--- config.mk ---
export PLATFORM = sky130hd
export DESIGN_NAME = present80_ctr_ctrl
export DESIGN_NICKNAME = d
export VERILOG_FILES = /design/src/rtl/present80_ctr_ctrl.sv
export SDC_FILE = /design/constraint.sdc
export NUM_CORES = 1
export LEC_CHECK = 0
export BUFFER_PORTS_ARGS = -buffer_cell sky130_fd_sc_hd__clkbuf_2
export CORE_MARGIN = 2
export CORE_UTILIZATION = 25
export DETAILED_ROUTE_END_ITERATION = 6
export PLACE_DENSITY_LB_ADDON = 0.15
export SYNTH_ARGS = -nofsm -noshare
export SYNTH_HDL_FRONTEND = slang
export SYNTH_SLANG_ARGS = --single-unit
--- constraint.sdc ---
create_clock -name clk -period 2.3 [get_ports clk]
set_clock_uncertainty 0.05 [all_clocks]
set_input_delay 0.345 -clock clk [delete_from_list [all_inputs] [get_ports clk]]
set_output_delay 0.345 -clock clk [all_outputs]
set_load 0.05 [all_outputs]
--- src/rtl/present80_ctr_ctrl.sv ---
// Counter-mode keystream controller around an iterative PRESENT-80 round core.
// Emits E(key, ctr) for ctr = icb .. icb+nblk-1 over a valid/ready stream.

module present80 (
   input  logic        clk,
   input  logic        load,
   input  logic [63:0] indata,
   input  logic [79:0] key,
   output logic [63:0] outdata
);

   logic [63:0] state_q;
   logic [79:0] key_q;
   logic [4:0]  rc_q;

   function automatic logic [3:0] sbox(input logic [3:0] x);
      logic [3:0] y;
      case (x)
         4'h0:    y = 4'hC;
         4'h1:    y = 4'h5;
         4'h2:    y = 4'h6;
         4'h3:    y = 4'hB;
         4'h4:    y = 4'h9;
         4'h5:    y = 4'h0;
         4'h6:    y = 4'hA;
         4'h7:    y = 4'hD;
         4'h8:    y = 4'h3;
         4'h9:    y = 4'hE;
         4'hA:    y = 4'hF;
         4'hB:    y = 4'h8;
         4'hC:    y = 4'h4;
         4'hD:    y = 4'h7;
         4'hE:    y = 4'h1;
         4'hF:    y = 4'h2;
         default: y = 4'h0;
      endcase
      return y;
   endfunction

   function automatic logic [63:0] sbox_layer(input logic [63:0] x);
      logic [63:0] y;
      y = 64'd0;
      for (int n = 0; n < 16; n++) begin
         y[n*4 +: 4] = sbox(x[n*4 +: 4]);
      end
      return y;
   endfunction

   // Bit i moves to 16*i mod 63; bit 63 stays in place.
   function automatic logic [63:0] p_layer(input logic [63:0] x);
      logic [63:0] y;
      logic [5:0]  idx;
      y = 64'd0;
      for (int i = 0; i < 63; i++) begin
         idx    = 6'((i * 16) % 63);
         y[idx] = x[i];
      end
      y[63] = x[63];
      return y;
   endfunction

   function automatic logic [79:0] key_update(input logic [79:0] k, input logic [4:0] rc);
      logic [79:0] r;
      r          = {k[18:0], k[79:19]};
      r[79:76]   = sbox(r[79:76]);
      r[19:15]   = r[19:15] ^ rc;
      return r;
   endfunction

   // Round datapath: no reset and no enable, contents are meaningful only after load.
   always_ff @(posedge clk) begin
      if (load) begin
         state_q <= indata;
         key_q   <= key;
         rc_q    <= 5'd1;
      end else begin
         state_q <= p_layer(sbox_layer(state_q ^ key_q[79:16]));
         key_q   <= key_update(key_q, rc_q);
         rc_q    <= rc_q + 5'd1;
      end
   end

   assign outdata = state_q ^ key_q[79:16];

endmodule

module present80_ctr_ctrl #(
   parameter int NBLK_W = 16
) (
   input  logic              clk,
   input  logic              rst_n,
   input  logic              cfg_valid,
   output logic              cfg_ready,
   input  logic [79:0]       cfg_key,
   input  logic [63:0]       cfg_icb,
   input  logic [NBLK_W-1:0] cfg_nblk,
   output logic              ks_valid,
   input  logic              ks_ready,
   output logic [63:0]       ks_data,
   output logic              ks_last,
   output logic              busy,
   output logic              done
);

   typedef enum logic [2:0] {
      IDLE = 3'd0,
      LOAD = 3'd1,
      RUN  = 3'd2,
      CAP  = 3'd3,
      WAIT = 3'd4
   } state_e;

   localparam logic [NBLK_W-1:0] NBLK_ONE = NBLK_W'(1'b1);

   state_e            state_q;
   logic [79:0]       key_q;
   logic [63:0]       ctr_q;
   logic [NBLK_W-1:0] remain_q;
   logic [4:0]        rnd_cnt_q;
   logic [63:0]       res_q;
   logic              res_full_q;
   logic              res_last_q;
   logic [63:0]       ks_data_q;
   logic              ks_valid_q;
   logic              ks_last_q;
   logic              done_q;

   logic              core_load_s;
   logic [63:0]       core_out_s;
   logic              res_move_s;
   logic              accept_s;
   logic              last_blk_s;

   present80 u_core (
      .clk     (clk),
      .load    (core_load_s),
      .indata  (ctr_q),
      .key     (key_q),
      .outdata (core_out_s)
   );

   assign core_load_s = (state_q == LOAD);
   assign res_move_s  = res_full_q && (!ks_valid_q || ks_ready);
   assign cfg_ready   = (state_q == IDLE) && !res_full_q && !ks_valid_q;
   assign accept_s    = cfg_valid && cfg_ready;
   assign last_blk_s  = (remain_q == NBLK_ONE);

   // Sequencer, two-entry output buffer (res -> ks) and completion pulse.
   always_ff @(posedge clk or negedge rst_n) begin
      if (!rst_n) begin
         state_q    <= IDLE;
         key_q      <= 80'd0;
         ctr_q      <= 64'd0;
         remain_q   <= {NBLK_W{1'b0}};
         rnd_cnt_q  <= 5'd0;
         res_q      <= 64'd0;
         res_full_q <= 1'b0;
         res_last_q <= 1'b0;
         ks_data_q  <= 64'd0;
         ks_valid_q <= 1'b0;
         ks_last_q  <= 1'b0;
         done_q     <= 1'b0;
      end else begin
         done_q <= (ks_valid_q && ks_ready && ks_last_q) ||
                   (accept_s && (cfg_nblk == {NBLK_W{1'b0}}));

         if (res_move_s) begin
            ks_data_q  <= res_q;
            ks_last_q  <= res_last_q;
            ks_valid_q <= 1'b1;
            res_full_q <= 1'b0;
         end else if (ks_ready) begin
            ks_valid_q <= 1'b0;
         end else begin
            ks_valid_q <= ks_valid_q;
         end

         case (state_q)
            IDLE: begin
               if (accept_s) begin
                  key_q    <= cfg_key;
                  ctr_q    <= cfg_icb;
                  remain_q <= cfg_nblk;
                  if (cfg_nblk == {NBLK_W{1'b0}}) begin
                     state_q <= IDLE;
                  end else begin
                     state_q <= LOAD;
                  end
               end else begin
                  state_q <= IDLE;
               end
            end
            LOAD: begin
               rnd_cnt_q <= 5'd0;
               state_q   <= RUN;
            end
            RUN: begin
               rnd_cnt_q <= rnd_cnt_q + 5'd1;
               if (rnd_cnt_q == 5'd30) begin
                  state_q <= CAP;
               end else begin
                  state_q <= RUN;
               end
            end
            CAP: begin
               // res is guaranteed empty here: WAIT only leaves once it drains.
               res_q      <= core_out_s;
               res_full_q <= 1'b1;
               res_last_q <= last_blk_s;
               ctr_q      <= ctr_q + 64'd1;
               remain_q   <= remain_q - NBLK_ONE;
               if (last_blk_s) begin
                  state_q <= IDLE;
               end else begin
                  state_q <= WAIT;
               end
            end
            WAIT: begin
               if (!res_full_q || res_move_s) begin
                  state_q <= LOAD;
               end else begin
                  state_q <= WAIT;
               end
            end
            default: begin
               state_q <= IDLE;
            end
         endcase
      end
   end

   assign ks_valid = ks_valid_q;
   assign ks_data  = ks_data_q;
   assign ks_last  = ks_last_q;
   assign done     = done_q;
   assign busy     = (state_q != IDLE) || res_full_q || ks_valid_q;

endmodule

[After elaboration in Yosys (flattened, before gate mapping)]
Memories as Yosys holds them, arrays and structs flattened. A register that Yosys moved wholly into a read port is not among the register bits.
Cells that the tools add are included.
Operators by class
  bitwise logic cells: 2
  reduce and logical (&&, ||, !) cells: 23
  equality and inequality tests: 7
  $add $sub $neg: 4
  multiplexer cells: 17
Operators by type and width (count)
  $mux W64: 2
  $pmux W64 S2: 1
  $mux W80: 1
  $add A64 B1 Y64 const B: 1
  $xor A64 B64 Y64: 1
  $pmux W16 S2: 1
  $eq A16 B1 Y1 const B: 1
  $logic_not A16 Y1: 1
  $mux W16: 1
  $sub A16 B1 Y16 const B: 1
  $pmux W3 S5: 1
  $add A5 B1 Y5 const B: 2
  $pmux W5 S2: 1
  $mux W3: 3
  $reduce_bool A2 Y1: 4
  $logic_and A1 B1 Y1: 7
  $eq A3 B2 Y1 const B: 2
  $mux W1: 6
  $eq A5 B5 Y1 const B: 1
  $logic_or A1 B1 Y1: 5
  $xor A5 B5 Y5: 1
  $reduce_and A2 Y1: 2
  $eq A3 B1 Y1 const B: 1
  $eq A3 B3 Y1 const B: 1
  other kinds (4): 5
Storage, ports and cells
  ROM bits: 1088
  register bits after elaboration: 450
  logic and storage cells: 85
  bits of input ports: 164
  memories: 17
  output and inout port bits: 69
Memories
  (name not given): words 16, width 4, rd ports 1, clocked after Yosys merged registers in 0, wr ports 0, line 18  | case (x)
  (name not given): words 16, width 4, rd ports 1, clocked after Yosys merged registers in 0, wr ports 0, line 18
  (name not given): words 16, width 4, rd ports 1, clocked after Yosys merged registers in 0, wr ports 0, line 18
  (name not given): words 16, width 4, rd ports 1, clocked after Yosys merged registers in 0, wr ports 0, line 18
  (name not given): words 16, width 4, rd ports 1, clocked after Yosys merged registers in 0, wr ports 0, line 18
  (name not given): words 16, width 4, rd ports 1, clocked after Yosys merged registers in 0, wr ports 0, line 18
  +11 memories

[Depth between registers and ports, before layout]
Gate-level depths: netlist of the first run.
  word-level depth: 6
  depth in mapped cells: 10
  depth with buffers taken out: 9

[Hierarchy]
From an unflattened synthesis of the first run, not the netlist that was laid out.
Unflattened totals
  cell total of the unflattened synthesis: 2236
  area total of the unflattened synthesis: 22018.6 um^2
By module, submodules not included
  present80_ctr_ctrl: sequential area each 7532.2 um^2, cells an instance 1458, area an instance 13673.1 um^2, times used 1
  present80: sequential area each 3042.9 um^2, cells an instance 778, area an instance 8345.5 um^2, times used 1

[Worst setup path after synthesis of the first run]
OpenSTA, ideal clock, no wires.
  path type: register to register
  from: register state_q[2]
  to: register (tool-made name)
  library setup time: 0.058 ns
  cell stages (with the launch flop): 10
  buffers on the path: 3
  clock period less this slack: 2.542 ns
  path slack: -0.242 ns
  required time: 2.192 ns
  data arrival time: 2.435 ns
  cells stage by stage: dfrtp_1 -> clkbuf_1 -> or3b_2 -> clkbuf_1 -> buf_1 -> mux2i_1 -> inv_1 -> ha_1 -> mux4_2 -> inv_1
RTL lines
  from (decl): line 115  | state_e state_q;
  from (signal assigned): line 151  | state_q <= IDLE;
  from (signal assigned): line 185  | state_q <= IDLE;
  from (signal assigned): line 187  | state_q <= LOAD;

[Worst setup path in the final report of the first run]
  from: register ctr_q[14]
  to: register ctr_q[51]
Between the ends
  longest elaborated chain between the ends: 2
RTL lines
  from (decl): line 117  | logic [63:0] ctr_q;
  from (signal assigned): line 182  | ctr_q <= cfg_icb;
  from (signal assigned): line 210  | ctr_q <= ctr_q + 64'd1;
  $add A64 B1 Y64: line 210
  $pmux W64 S2: line 178  | case (state_q)
Every way passes these cells.
A chain may end at the register's enable or synchronous reset.

==> metrics.cfg, run 1 <==
[run_status]
status = complete, but fails checks
violations = negative hold slack, negative setup slack

[synthesis]
netlist-cell-type-count = 59
yosys_register_bits = 453
syn_inst = 2245
yosys_warnings = 0
syn_area_per_cell_um2 = 9.47
synthTopCellsByArea = dfrtp_1 (35%), dfxtp_1 (14%), nand2_1 (13%)
synthArstFlopShare_pct = 66.4
yosysTopAreaCell = dfrtp_1
seq_area_frac_synth_pct = 49.8
yosysMostFrequentCell = nand2_1
synth_nets = 2500
ys.flop_type = dfrtp_1
synth_commonest_cells = nand2_1 (727), dfrtp_1 (301), dfxtp_1 (152)
yosysTopAreaCellShare_pct = 35.4
synth_edf_count = 0
synth_area_um2 = 21300

[clock_network]
cts_inserted_buffers = 55
path_clk_slew_ns = 0.06
cts_root_buf = clkbuf_16
insertion_delay_ns = 0.63
cts_sinks = 453
htree_num_levels = 2
tritoncts = done
clock_path_buffers = 3

[worst_hold_path]
holdPathEnd = ctr_q[9]
hold_path_depth = 3
hold_class = primary input to register
hold_start = cfg_icb[9]

[detailed_routing]
ant_nets = 0
totalWireLength_mm = 81.3
route.detailed.drc = 0
viasPerCell = 4.58
vias = 18200
wire_per_inst_um = 20.5
drt_iter0_drc = 1125
firstDrtPassIters = 5

[worst_setup_path]
r2r_cells = 6
worstSetupPathType = register to register
required_ns = 2.79
start_kind = register
r2r-end = ctr_q[51]
cp_max_fo = 3
arrival_ns = 2.94
r2r-start = ctr_q[14]
worstSetupEndpointType = register
r2r_slack_ns = -0.14

[timing]
holdWs_ns = -0.00401
grt_setup_unrepaired = yes
fmax_mhz = 409
period_needed_ns = 2.44
setup_slack_ns = -0.142
final.period_utilization_pct = 106
maxSlewHeadroom_pct = 35.0
slew_violations = 0
finalHoldViolCount = 1
setup_viol = 14
tightestPinTransition_ns = 0.968

[floorplanning]
die_y_um = 296
io_pins = 233
die_area_um2 = 87400
std_cell_rows = 106
core_area_um2 = 84000
fp.dieW_um = 296
start_util_pct = 25.3

[layout]
layout.area.seq_um2 = 10600
drive_above_1_share_pct = 25.6
finalInstanceArea_um2 = 29100
fin_cells = 3972
area_growth_pct = 36.7
multi_input_area_um2 = 10300
nFillCells = 8599
nets = 3047

[grt]
grt_pass1_vias = 18800
overflow = 0
grt_max_degree = 112
grt_pass1_wl_mm = 121
antenna_found_initial = 0
grtUsageTotal_pct = 18.5

[place]
port_buffers = 232
pre_cts_ws_ns = -0.226
place.detailed.hpwl_mm = 63.0
routabilityCongestion = 0.861
place_area_um2 = 25300
placedCellCount = 3708

[power_and_ir_drop]
ir_drop_mv = 0.721
p_leak_nw = 13.7
power_density_nw_per_um2 = 1790

[run]
cap_violations = 0

==> registers in the layout, indices dropped and copies added (netlist names), named ones only <==
name	cells
u_core.state_q	64
ks_data	64
res_last_q	1
done	1
remain_q	16
ctr_q	64
u_core.key_q	79
state_q	3
ks_valid	1
ks_last	1
res_q	64
key_q	80
u_core.rc_q	5
res_full_q	1
rnd_cnt_q	5
==> logic make-up after synthesis <==
| kind of cell | count (synthesis) | synth area share [%] |
|---|---|---|
| simple gates | 1003 | 20.1 |
| flops | 453 | 49.8 |
| compound gates | 265 | 8.01 |
| buf+inv | 188 | 3.37 |
| mux | 154 | 9.65 |
| xor+xnor | 91 | 3.75 |
| fa+ha+maj | 91 | 5.36 |
==> power breakdown <==
| group | total [mW] | leakage (nW) | switching (mW) | internal, mW |
|---|---|---|---|---|
| registers | 14.9 | 5.03 | 3.00 | 11.9 |
| clock network | 9.06 | 0.949 | 3.68 | 5.38 |
| logic | 28.0 | 7.76 | 16.5 | 11.5 |
| total | 52.0 | 13.7 | 23.2 | 28.8 |
==> cells in the final DEF (no fill, tap or decap), types with 38 or more instances in the layout <==
| master | netlist | routed |
|---|---|---|
| nor2_1 | 53 | 50 |
| nand3_1 | 55 | 47 |
| xnor2_1 | 53 | 53 |
| clkbuf_16 | 0 | 55 |
| xor2_1 | 38 | 38 |
| mux2i_1 | 43 | 41 |
| clkbuf_2 | 2 | 229 |
| mux2_2 | 78 | 78 |
| nor3_1 | 46 | 40 |
| inv_1 | 72 | 71 |
| dfxtp_1 | 152 | 152 |
| nand2_1 | 727 | 725 |
| dlygate4sd3_1 | 0 | 145 |
| dfrtp_1 | 301 | 301 |
| ha_1 | 91 | 90 |
| buf_4 | 1 | 199 |
| o21ai_0 | 118 | 116 |
==> critical path, stage by stage, from the launching register on <==
cell and delay (ns):
dfrtp_1 0.36, nand4_1 0.13, or4_4 0.61, buf_6 0.15, or4_4 0.48, or4_4 0.49, nand3_2 0.08
==> worst max-delay path by stage <==
| stage | slack, ns | start | to | cells past startpoint |
|---|---|---|---|---|
| after detailed placement | -0.23 | ctr_q[7] | ctr_q[42] | 5 |
| after global routing | -0.22 | ctr_q[14] | ctr_q[51] | 6 |
| after CTS | -0.12 | ctr_q[19] | ctr_q[51] | 6 |
| final | -0.14 | ctr_q[14] | ctr_q[51] | 6 |
| after global placement | -0.27 | ctr_q[7] | ctr_q[42] | 5 |
| after floorplan | -0.09 | ctr_q[7] | ctr_q[42] | 8 |
==> repair_timing <==
action                                  in CTS  in global routing
buffers inserted                             7                  8
pin swaps                                   13                 24
hold endpoints to repair                   186                  0
hold buffers                               145                  0
gates cloned                                 1                  0
endpoints found under the setup margin      22                 43
resized for setup                           37                 43
==> cell type report <==
| type | instances | area share [%] |
|---|---|---|
| Tap cell | 1134 | 4.88 |
| Clock inverter | 23 | 0.986 |
| Inverter | 72 | 0.930 |
| Antenna cell | 2 | 0.0172 |
| Timing Repair Buffer | 606 | 15.9 |
| Multi-Input combinational cell | 1604 | 35.3 |
| Sequential cell | 453 | 36.4 |
| Clock buffer | 78 | 5.58 |
==> per-stage QoR <==
| step | TNS (ns) | utilization (%) | power (mW) | hold WS (ns) |
|---|---|---|---|---|
| after floorplan | -0.201 | - | 30.6 | -0.000591 |
| after global placement | -2.54 | 30.1 | 41.8 | 0.281 |
| after detailed placement | -2.64 | 30.1 | 42.5 | 0.295 |
| after CTS | -0.634 | 34.3 | 52.3 | 0.00293 |
| after global routing | -1.93 | 34.6 | 55.6 | 0.0112 |
| final | -0.740 | 34.6 | 52.0 | -0.00401 |
==> per-layer routing <==
layer | vias to the layer above | global-route usage (%) | share of wire, %
met5 | - | 0 | 0
met3 | 97 | 2.00 | 3.3
met1 | 8966 | 25.4 | 47
li1 | 8735 | - | -
met4 | 0 | 5.97 | 2.8
met2 | 392 | 30.5 | 47
Note: power is estimated with default switching activity, not from simulation.
==> run 2: changes to the inputs <==
--- a/config.mk
+++ b/config.mk
@@ -5,7 +5,7 @@
 export SDC_FILE = /design/constraint.sdc
 export NUM_CORES = 1
 export LEC_CHECK = 0
-export BUFFER_PORTS_ARGS = -buffer_cell sky130_fd_sc_hd__clkbuf_2
+export BUFFER_PORTS_ARGS = -buffer_cell sky130_fd_sc_hd__buf_2
 export CORE_MARGIN = 2
 export CORE_UTILIZATION = 25
 export DETAILED_ROUTE_END_ITERATION = 6
==> run 2 against run 1 <==
Flip-flop and latch count stayed put; non-clock buffer count is 8 higher; first-iteration DRC count is 14% higher; sequential share of layout area hardly changed; combinational power hardly changed; maximum frequency is 2.6% higher; sequential power hardly changed; worst hold slack better by 0.020 ns; cell count is 0.23% higher; critical path type unchanged; highest routed layer unchanged; the flow finishes with violations (negative setup slack); via count is 0.24% lower; global-route usage hardly changed; largest power group unchanged.
==> metrics.cfg, run 2 (synthesis results as in run 1) <==
[clock_network]
clock_path_buffers = 3
tritoncts = done
cts_sinks = 453
htree_num_levels = 2
cts_inserted_buffers = 55
cts_root_buf = clkbuf_16
insertion_delay_ns = 0.63
path_clk_slew_ns = 0.06

[detailed_routing]
met3_length_mm = 2.97
wl_met1_mm = 38.3
wire_per_inst_um = 20.4
highest_layer = met4
route.detailed.drc = 0
wl_met2_mm = 37.9
ant_nets = 0
drt_iter0_drc = 1280
firstDrtPassIters = 5
viasPerCell = 4.56
vias = 18100
totalWireLength_mm = 81.4

[timing]
tightestPinTransition_ns = 1.05
final.period_utilization_pct = 104
grt_setup_unrepaired = yes
maxSlewHeadroom_pct = 29.9
finalHoldViolCount = 0
setup_viol = 10
holdWs_ns = 0.0164
slew_violations = 0
period_needed_ns = 2.38
fmax_mhz = 420
setup_slack_ns = -0.0812

[worst_setup_path]
worstSetupEndpointType = register
cp_max_fo = 6
worstSetupPathType = register to register
required_ns = 2.81
arrival_ns = 2.89
start_kind = register

[power_and_ir_drop]
swShare_pct = 44.4
finalPower_mw = 52.2
comb_power_share_pct = 54.2
power_density_nw_per_um2 = 1800
power_switching_mw = 23.2
power_frac_seq_pct = 28.5
p_leak_nw = 13.8
p_clk_share_pct = 17.3
ir_drop_mv = 0.660
intPower_mw = 29.0

[layout]
fin_cells = 3981
post-route-util_pct = 34.6
drive_above_1_share_pct = 25.4
final_cell_mix = nand2_1 (726), dfrtp_1 (301), buf_2 (230), buf_4 (209), dfxtp_1 (152)
largest_reg_flops = 80
nets = 3055
reg.largest.list = key_q (80), u_core.key_q (79)
layout_commonest_cell = nand2_1
area_growth_pct = 36.7
top_register = key_q
nFillCells = 8684

[floorplanning]
die_area_um2 = 87400
std_cell_rows = 106
die_y_um = 296
start_util_pct = 25.3
core_area_um2 = 84000
io_pins = 233
fp.dieW_um = 296

[grt]
grt_max_degree = 112
antenna_found_initial = 4
grtUsageTotal_pct = 18.5
grt_pass1_vias = 18200
overflow = 0
grt_pass1_wl_mm = 119

[run]
cap_violations = 0

[place]
pre_cts_ws_ns = -0.289
port_buffers = 232
routabilityCongestion = 0.860
place.detailed.hpwl_mm = 63.4
placedCellCount = 3725

[run_status]
violations = negative setup slack
status = complete, but fails checks

[worst_hold_path]
hold_class = primary input to register

run 2: cell types whose count changed in the layout (fill, tap and decap cells not counted), moves of 4 or more:
cell / change
o311ai_0: +4
buf_2: +230
clkbuf_2: -229
buf_4: +10
run 2: layer usage:
metal | vias up | GRT usage [%]
li1 | 8770 | -
met1 | 8882 | 25.9
met2 | 404 | 29.9
met3 | 91 | 2.01
met4 | 0 | 5.55
met5 | - | 0
run 2: cell type report:
class                   instances  area, um2  area share, %
diodes                          1       2.50        0.00861
clock buffers                  82       1660           5.71
clock inverters                21        230          0.792
inverters                      72        270          0.930
multi-input cells            1604      10200           35.1
flip-flops and latches        453      10600           36.4
well taps                    1134       1420           4.88
repair buffers                614       4690           16.1
run 2: path summary, 6_finish.rpt:
path | startpoint | endpoint | slack [ns] | cells after the start
hold reg to reg | u_core.key_q[4] | u_core.key_q[65] | 0.37 | 2
setup / recovery | ctr_q[19] | ctr_q[42] | -0.08 | 5
min in group asynchronous | rst_n | done | 0.20 | 2
setup reg to reg | ctr_q[19] | ctr_q[42] | -0.08 | 5
max in group asynchronous | rst_n | ks_data[24] | 1.23 | 3
hold / removal | cfg_icb[5] | ctr_q[5] | 0.02 | 3
run 2: worst max-delay path: stages, from the launching register on:
cell and delay, ns:
dfrtp_1 0.39, nand4_1 0.11, or4_4 0.59, or4_4 0.59
or4_1 0.49, nand3_1 0.10
run 2: power groups by stage:
stage / combinational [mW] / sequential (mW) / clock [mW]
finish: 28.3 / 14.9 / 9.02
global route: 30.8 / 15.3 / 9.60
CTS: 28.2 / 14.9 / 9.30
detailed placement: 27.7 / 15.0 / 0
global placement: 27.3 / 15.0 / 0
floorplan: 15.0 / 15.5 / 0
run 2: what timing repair did:
action / CTS / global route
resized for setup: 20 / 33
cloned: 0 / 1
pin swaps: 7 / 12
hold buffers: 143 / 0
setup endpoints to repair: 27 / 40
setup buffers: 2 / 6
hold endpoints to repair: 193 / 0
run 2: per-stage QoR:
step                setup TNS, ns  area, um2
finish                     -0.476      29100
global route                -2.19      29100
CTS                        -0.512      28900
detailed placement          -3.22      25400
global placement            -3.20      25400
floorplan                  -0.201      21300
